`config.mk`:
```
export PLATFORM = sky130hd
export DESIGN_NAME = pipe_hazard_ctrl
export DESIGN_NICKNAME = d
export VERILOG_FILES = /design/src/rtl/pipe_hazard_ctrl_pkg.sv /design/src/rtl/pipe_hazard_ctrl_sat_counter.sv /design/src/rtl/pipe_hazard_ctrl.sv
export SDC_FILE = /design/constraint.sdc
export NUM_CORES = 1
export LEC_CHECK = 0
export ABC_AREA = 1
export ABC_CLOCK_PERIOD_IN_PS = 1550
export CAP_MARGIN = 40
export CORE_ASPECT_RATIO = 1.4
export CORE_UTILIZATION = 45
export DETAILED_ROUTE_END_ITERATION = 12
export GPL_TIMING_DRIVEN = 0
export PLACE_DENSITY = 0.8
export SYNTH_ARGS = -nofsm -noshare
export SYNTH_HDL_FRONTEND = slang
export SYNTH_SLANG_ARGS = --single-unit
```
`constraint.sdc`:
```
create_clock -name clk -period 1.55 [get_ports clk]
set_input_delay 0.2325 -clock clk [delete_from_list [all_inputs] [get_ports clk]]
set_output_delay 0.2325 -clock clk [all_outputs]
set_load 0.02 [all_outputs]
```
`src/rtl/pipe_hazard_ctrl_pkg.sv`:
```
// Shared pipeline definitions: hazard-controller states and default widths.
package pipe_hazard_ctrl_pkg;

  localparam int DEF_REG_AW  = 5;
  localparam int DEF_CNT_W   = 16;
  localparam int STALL_CNT_W = 4;

  typedef enum logic [1:0] {
    RUN     = 2'd0,
    LDSTALL = 2'd1,
    MEMWAIT = 2'd2
  } hzState_t;

endpackage

```
`src/rtl/pipe_hazard_ctrl_sat_counter.sv`:
```
// Saturating up-counter: counts clocks with inc=1 and sticks at all-ones.
module sat_counter #(
  parameter int W = 16
) (
  input  logic         clk,
  input  logic         rst,
  input  logic         inc,
  output logic [W-1:0] q
);

  always_ff @(posedge clk or posedge rst) begin
    if (rst) begin
      q <= '0;
    end else if (inc && (q != {W{1'b1}})) begin
      q <= q + {{(W-1){1'b0}}, 1'b1};
    end
  end

endmodule

```
`src/rtl/pipe_hazard_ctrl.sv`:
```
// Pipeline hazard controller: load-use bubbles, memory-wait freeze with
// stall save/restore, taken-branch flush, and a stall-cycle counter.
module pipe_hazard_ctrl
  import pipe_hazard_ctrl_pkg::*;
#(
  parameter int REG_AW     = DEF_REG_AW,
  parameter int LOAD_STALL = 1,
  parameter int CNT_W      = DEF_CNT_W
) (
  input  logic              clk,
  input  logic              rst,
  input  logic              ex_memread,
  input  logic [REG_AW-1:0] ex_rt,
  input  logic [REG_AW-1:0] id_rs,
  input  logic [REG_AW-1:0] id_rt,
  input  logic              id_use_rs,
  input  logic              id_use_rt,
  input  logic              mem_busy,
  input  logic              br_taken,
  output logic              pc_we,
  output logic              ifid_we,
  output logic              ifid_flush,
  output logic              idex_flush,
  output logic              pipe_freeze,
  output logic [CNT_W-1:0]  stall_cycles
);

  localparam logic [STALL_CNT_W-1:0] STALL_INIT  = STALL_CNT_W'(LOAD_STALL - 1);
  localparam bit                     MULTI_STALL = (LOAD_STALL > 1);

  hzState_t                 stateReg, stateNext, savedReg, savedNext, effState;
  logic [STALL_CNT_W-1:0]   cntReg, cntNext, savedCntReg, savedCntNext, effCnt;
  logic                     hz;

  assign hz = ex_memread && (ex_rt != '0) &&
              ((id_use_rs && (ex_rt == id_rs)) || (id_use_rt && (ex_rt == id_rt)));

  // Once memory is ready again, MEMWAIT acts as the interrupted state in that same cycle.
  assign effState = (stateReg == MEMWAIT) ? savedReg    : stateReg;
  assign effCnt   = (stateReg == MEMWAIT) ? savedCntReg : cntReg;

  always_ff @(posedge clk or posedge rst) begin
    if (rst) begin
      stateReg    <= RUN;
      cntReg      <= '0;
      savedReg    <= RUN;
      savedCntReg <= '0;
    end else begin
      stateReg    <= stateNext;
      cntReg      <= cntNext;
      savedReg    <= savedNext;
      savedCntReg <= savedCntNext;
    end
  end

  always_comb begin
    stateNext    = stateReg;
    cntNext      = cntReg;
    savedNext    = savedReg;
    savedCntNext = savedCntReg;
    pc_we        = 1'b1;
    ifid_we      = 1'b1;
    ifid_flush   = 1'b0;
    idex_flush   = 1'b0;
    pipe_freeze  = 1'b0;

    if (rst) begin
      pc_we      = 1'b0;
      ifid_we    = 1'b0;
      ifid_flush = 1'b1;
      idex_flush = 1'b1;
    end else if (mem_busy) begin
      pipe_freeze = 1'b1;
      pc_we       = 1'b0;
      ifid_we     = 1'b0;
      stateNext   = MEMWAIT;
      if (stateReg != MEMWAIT) begin
        savedNext    = stateReg;
        savedCntNext = cntReg;
      end
    end else if (br_taken) begin
      ifid_flush = 1'b1;
      idex_flush = 1'b1;
      stateNext  = RUN;
      cntNext    = '0;
    end else begin
      case (effState)
        LDSTALL: begin
          pc_we      = 1'b0;
          ifid_we    = 1'b0;
          idex_flush = 1'b1;
          if (effCnt <= STALL_CNT_W'(1)) begin
            stateNext = RUN;
            cntNext   = '0;
          end else begin
            stateNext = LDSTALL;
            cntNext   = effCnt - STALL_CNT_W'(1);
          end
        end
        default: begin
          stateNext = RUN;
          cntNext   = '0;
          if (hz) begin
            pc_we      = 1'b0;
            ifid_we    = 1'b0;
            idex_flush = 1'b1;
            if (MULTI_STALL) begin
              stateNext = LDSTALL;
              cntNext   = STALL_INIT;
            end
          end
        end
      endcase
    end
  end

  sat_counter #(.W(CNT_W)) stallCounter (
    .clk (clk),
    .rst (rst),
    .inc (~pc_we),
    .q   (stall_cycles)
  );

endmodule

```
==> results by group <==
CTS
  • Root Buffer: clkbuf_8
  • H-tree levels: 1
  • CTS Buffer Depth: 2
  • CTS tree: yes
  • # hold bufs at CTS: 0
  • Clk_lat worst skew: 280 ps
  • Sink Count: 28
  • Clock-pin slew on the worst setup and hold paths: 100 ps
  • CTS Buf Count: 3

Routing
  • Via count: 1874
  • First-pass iteration count of the detailed router: 4
  • Met3 wire len: 146 um
  • Post-detailed-routing wire length: 4.92 mm
  • Final ANT Viol Nets: 0
  • M1 WL: 1.93 mm
  • DR top layer: met4
  • Drt wl/cell: 13.4 um
  • DR DRC count: 0
  • DR WL met2: 2.69 mm
  • Detail-routed via count per cell: 5.12
  • DRT iter0 DRCs: 38

Yosys
  • Synth Warn #: 0
  • Post-synthesis cell count: 256
  • Top cells by area, synth: dfrtp_1, nand2_1, nand3_1, inv_1, xor2_1
  • Post-Syn Area: 1860 um^2
  • Register bit total from synthesis: 28
  • Synthesized Nets: 281
  • Synth area leader: dfrtp_1
  • Synth Area in Adders: 2.02%
  • Syn_area_per_cell: 7.25 um^2
  • Sequential area share after synthesis: 37.8%
  • Mux cell area share after synthesis: 0%
  • Xor/xnor cell area share of the yosys netlist: 6.14%
  • Synth cell types: 31
  • Top cell type's share of synthesized area: 37.8%
  • Post-synthesis compound-gate area fraction: 6.54%
  • Largest family of logic cells by synthesized area: simple AND/OR/NAND/NOR gates
  • Simple-Gate Fraction of Synth Area: 38.3%

Cells and area
  • P&R area growth vs syn: 47.2%
  • Fin nets: 349
  • Antenna Cells: 0
  • Final core utilization: 69.1%
  • Storage element area: 706 um^2
  • Fillers: 318
  • Share of layout cells above drive strength 1: 26.0%
  • Area of the multi-input gates: 1130 um^2

Timing
  • Final setup viols: 24
  • Clk_skew: 11.8 ps
  • Final period util: 119%
  • Fmax: 0.544 GHz
  • Minimum clock period: 1840 ps
  • Max-slew violations: 0
  • RSZ-0062 raised after global routing: yes
  • Final worst slack: -289 ps
  • Worst-Margin Slew: 758 ps
  • Final hold violation count: 0
  • Max-slew headroom: 49.2%

Outcome
  • Status: complete, but fails checks
  • Failing checks: negative setup slack

Placement
  • Hpwl dp: 3.10 mm
  • IO buf count: 42
  • RePlAce Congestion: 0.782

Global routing
  • Initial antenna violation count: 0
  • Gr ovfl total: 0
  • GR Util All Layers: 21.4%
  • Global-route wire length before repair: 7.36 mm
  • Number of global-route vias before repair: 1664
  • Largest net degree at the start of global routing: 17

Die
  • Cell Rows: 27
  • Effective utilization at floorplan: 46.9%
  • Core ar.: 3950 um^2
  • Die area: 4390 um^2
  • I/O pin cnt: 43
  • Die span in y: 78.0 um
  • Die extent in x: 56.3 um

Critical path
  • FF-to-FF End: cntReg[3]$_DFFE_PP0P_
  • R2R Setup Slk: -210 ps
  • Reg2reg start: stateReg[1]$_DFFE_PP0N_
  • CP bufs+invs: 5
  • Slowest cell delay on critical path: 450 ps
  • Type of origin of the critical path: flop
  • Critical path arrival: 1610 ps
  • Slowest cell on the critical path: dfrtp_2
  • CP most frequent cell: buf_6
  • WS Path Type: flop to primary output
  • CP Max Fanout: 3
  • Cell Chain, Critical Path: inv_2 -> nor2_4 -> a31oi_4 -> nand2_2 -> nand2_4 -> nand2_8 -> buf_8 -> inv_4 -> buf_6 -> buf_6
  • Worst EP required: 1320 ps
  • Worst r2r path cells: 12
  • CP delay by family, top: flip-flops
  • Setup crit end kind: primary output

Power
  • Power, Total: 2.34 mW
  • Worst VDD drop: 0.000777 V
  • PwrDens: 857 nW/um^2
  • LEAKAGE: 1.44 nW

Worst hold path
  • Worst hold path class: primary input to asynchronous set/reset pin

Run
  • MaxCap Viol Count: 0
## per-stage QoR
stage / hold slack (ps) / TNS (ps) / cell area (um^2) / std cells / worst slack [ps]
finish: 303 / -2350 / 2730 / 366 / -289
global route: 329 / -4490 / 2730 / 366 / -373
CTS: 282 / -1400 / 2510 / 356 / -280
detailed placement: 478 / -11050 / 2340 / 341 / -1040
global placement: 459 / -10310 / 2340 / 341 / -1030
floorplan: 147 / -23.4 / 1860 / 256 / -23.4
## per-layer routing
layer	vias to the layer above	track usage [%]
met4	0	10.7
met5	-	0
met3	14	2.17
met2	45	39.0
met1	879	24.2
li1	936	-
## cells in the final DEF (no fill, tap or decap), drive strengths merged, types with 4 or more instances in the layout
cell type and count:
inv 35, buf 28, nand4 4, nand3 25, clkdlybuf4s50 4, dfrtp 28, xor2 9, dlygate4sd2 31
xnor2 4, nand2 93, o21ai 16, nor2 23
## worst register-to-register path, delay by kind of cell, from the launching register on
kind / cells / cell delay (ps)
buf+inv: 4 / 310
fa+ha+maj: 1 / 170
compound gates: 4 / 530
flops: 1 / 380
simple gates: 3 / 310
## sequential cells by signal, summed over array words and instances, names as in the netlist
register	cells
savedReg	2
stallCounter.q	16
cntReg	4
stateReg	2
savedCntReg	4
## cell type report
cell class | count | area share (%)
buffer | 5 | 1.83
clock buffer | 3 | 1.51
clock inverter | 1 | 1.10
inverter | 36 | 5.45
multi-input combinational | 187 | 41.5
sequential | 28 | 25.8
tap | 43 | 1.97
timing repair buffer | 62 | 20.6
timing repair inverter | 1 | 0.183
## synthesized netlist by cell type (all sizes together)
cell type  number
a21oi           1
a22oi           1
a31oi           1
buf             5
dfrtp          28
ha              3
inv            36
nand2          93
nand3          25
nand4           4
nor2           23
nor3            3
nor3b           1
o21ai          16
o22ai           3
xnor2           4
xor2            9
## cell families after synthesis
family	count (synthesis)
XOR/XNOR	13
AND/OR/NAND/NOR	149
flip-flops	28
adder cells (fa/ha/maj)	3
buffers and inverters	41
AO/OA/AOI/OAI	22
## power by group
part           switching (mW)  internal [mW]
combinational           0.434          0.385
clock                   0.235          0.346
sequential              0.130          0.812
total                   0.799           1.54
## how the worst max path moves through the flow
stage,start,end,slack (ps),depth (start not counted)
global route,stateReg[1]$_DFFE_PP0N_,cntReg[3]$_DFFE_PP0P_,-370,12
floorplan,stateReg[0]$_DFFE_PP0N_,pc_we,-20,9
CTS,stateReg[0]$_DFFE_PP0N_,pc_we,-280,10
detailed placement,ex_rt[1],pc_we,-1040,15
global placement,rst,ifid_flush,-1030,4
finish,stateReg[0]$_DFFE_PP0N_,pc_we,-290,10
## timing repair
action,4_1_cts,5_1_grt
pin swaps,17,8
gates cloned,2,0
setup endpoints to repair,35,28
resized for setup,70,33
setup buffers,10,10
Power figures use the tool's default switching activity.
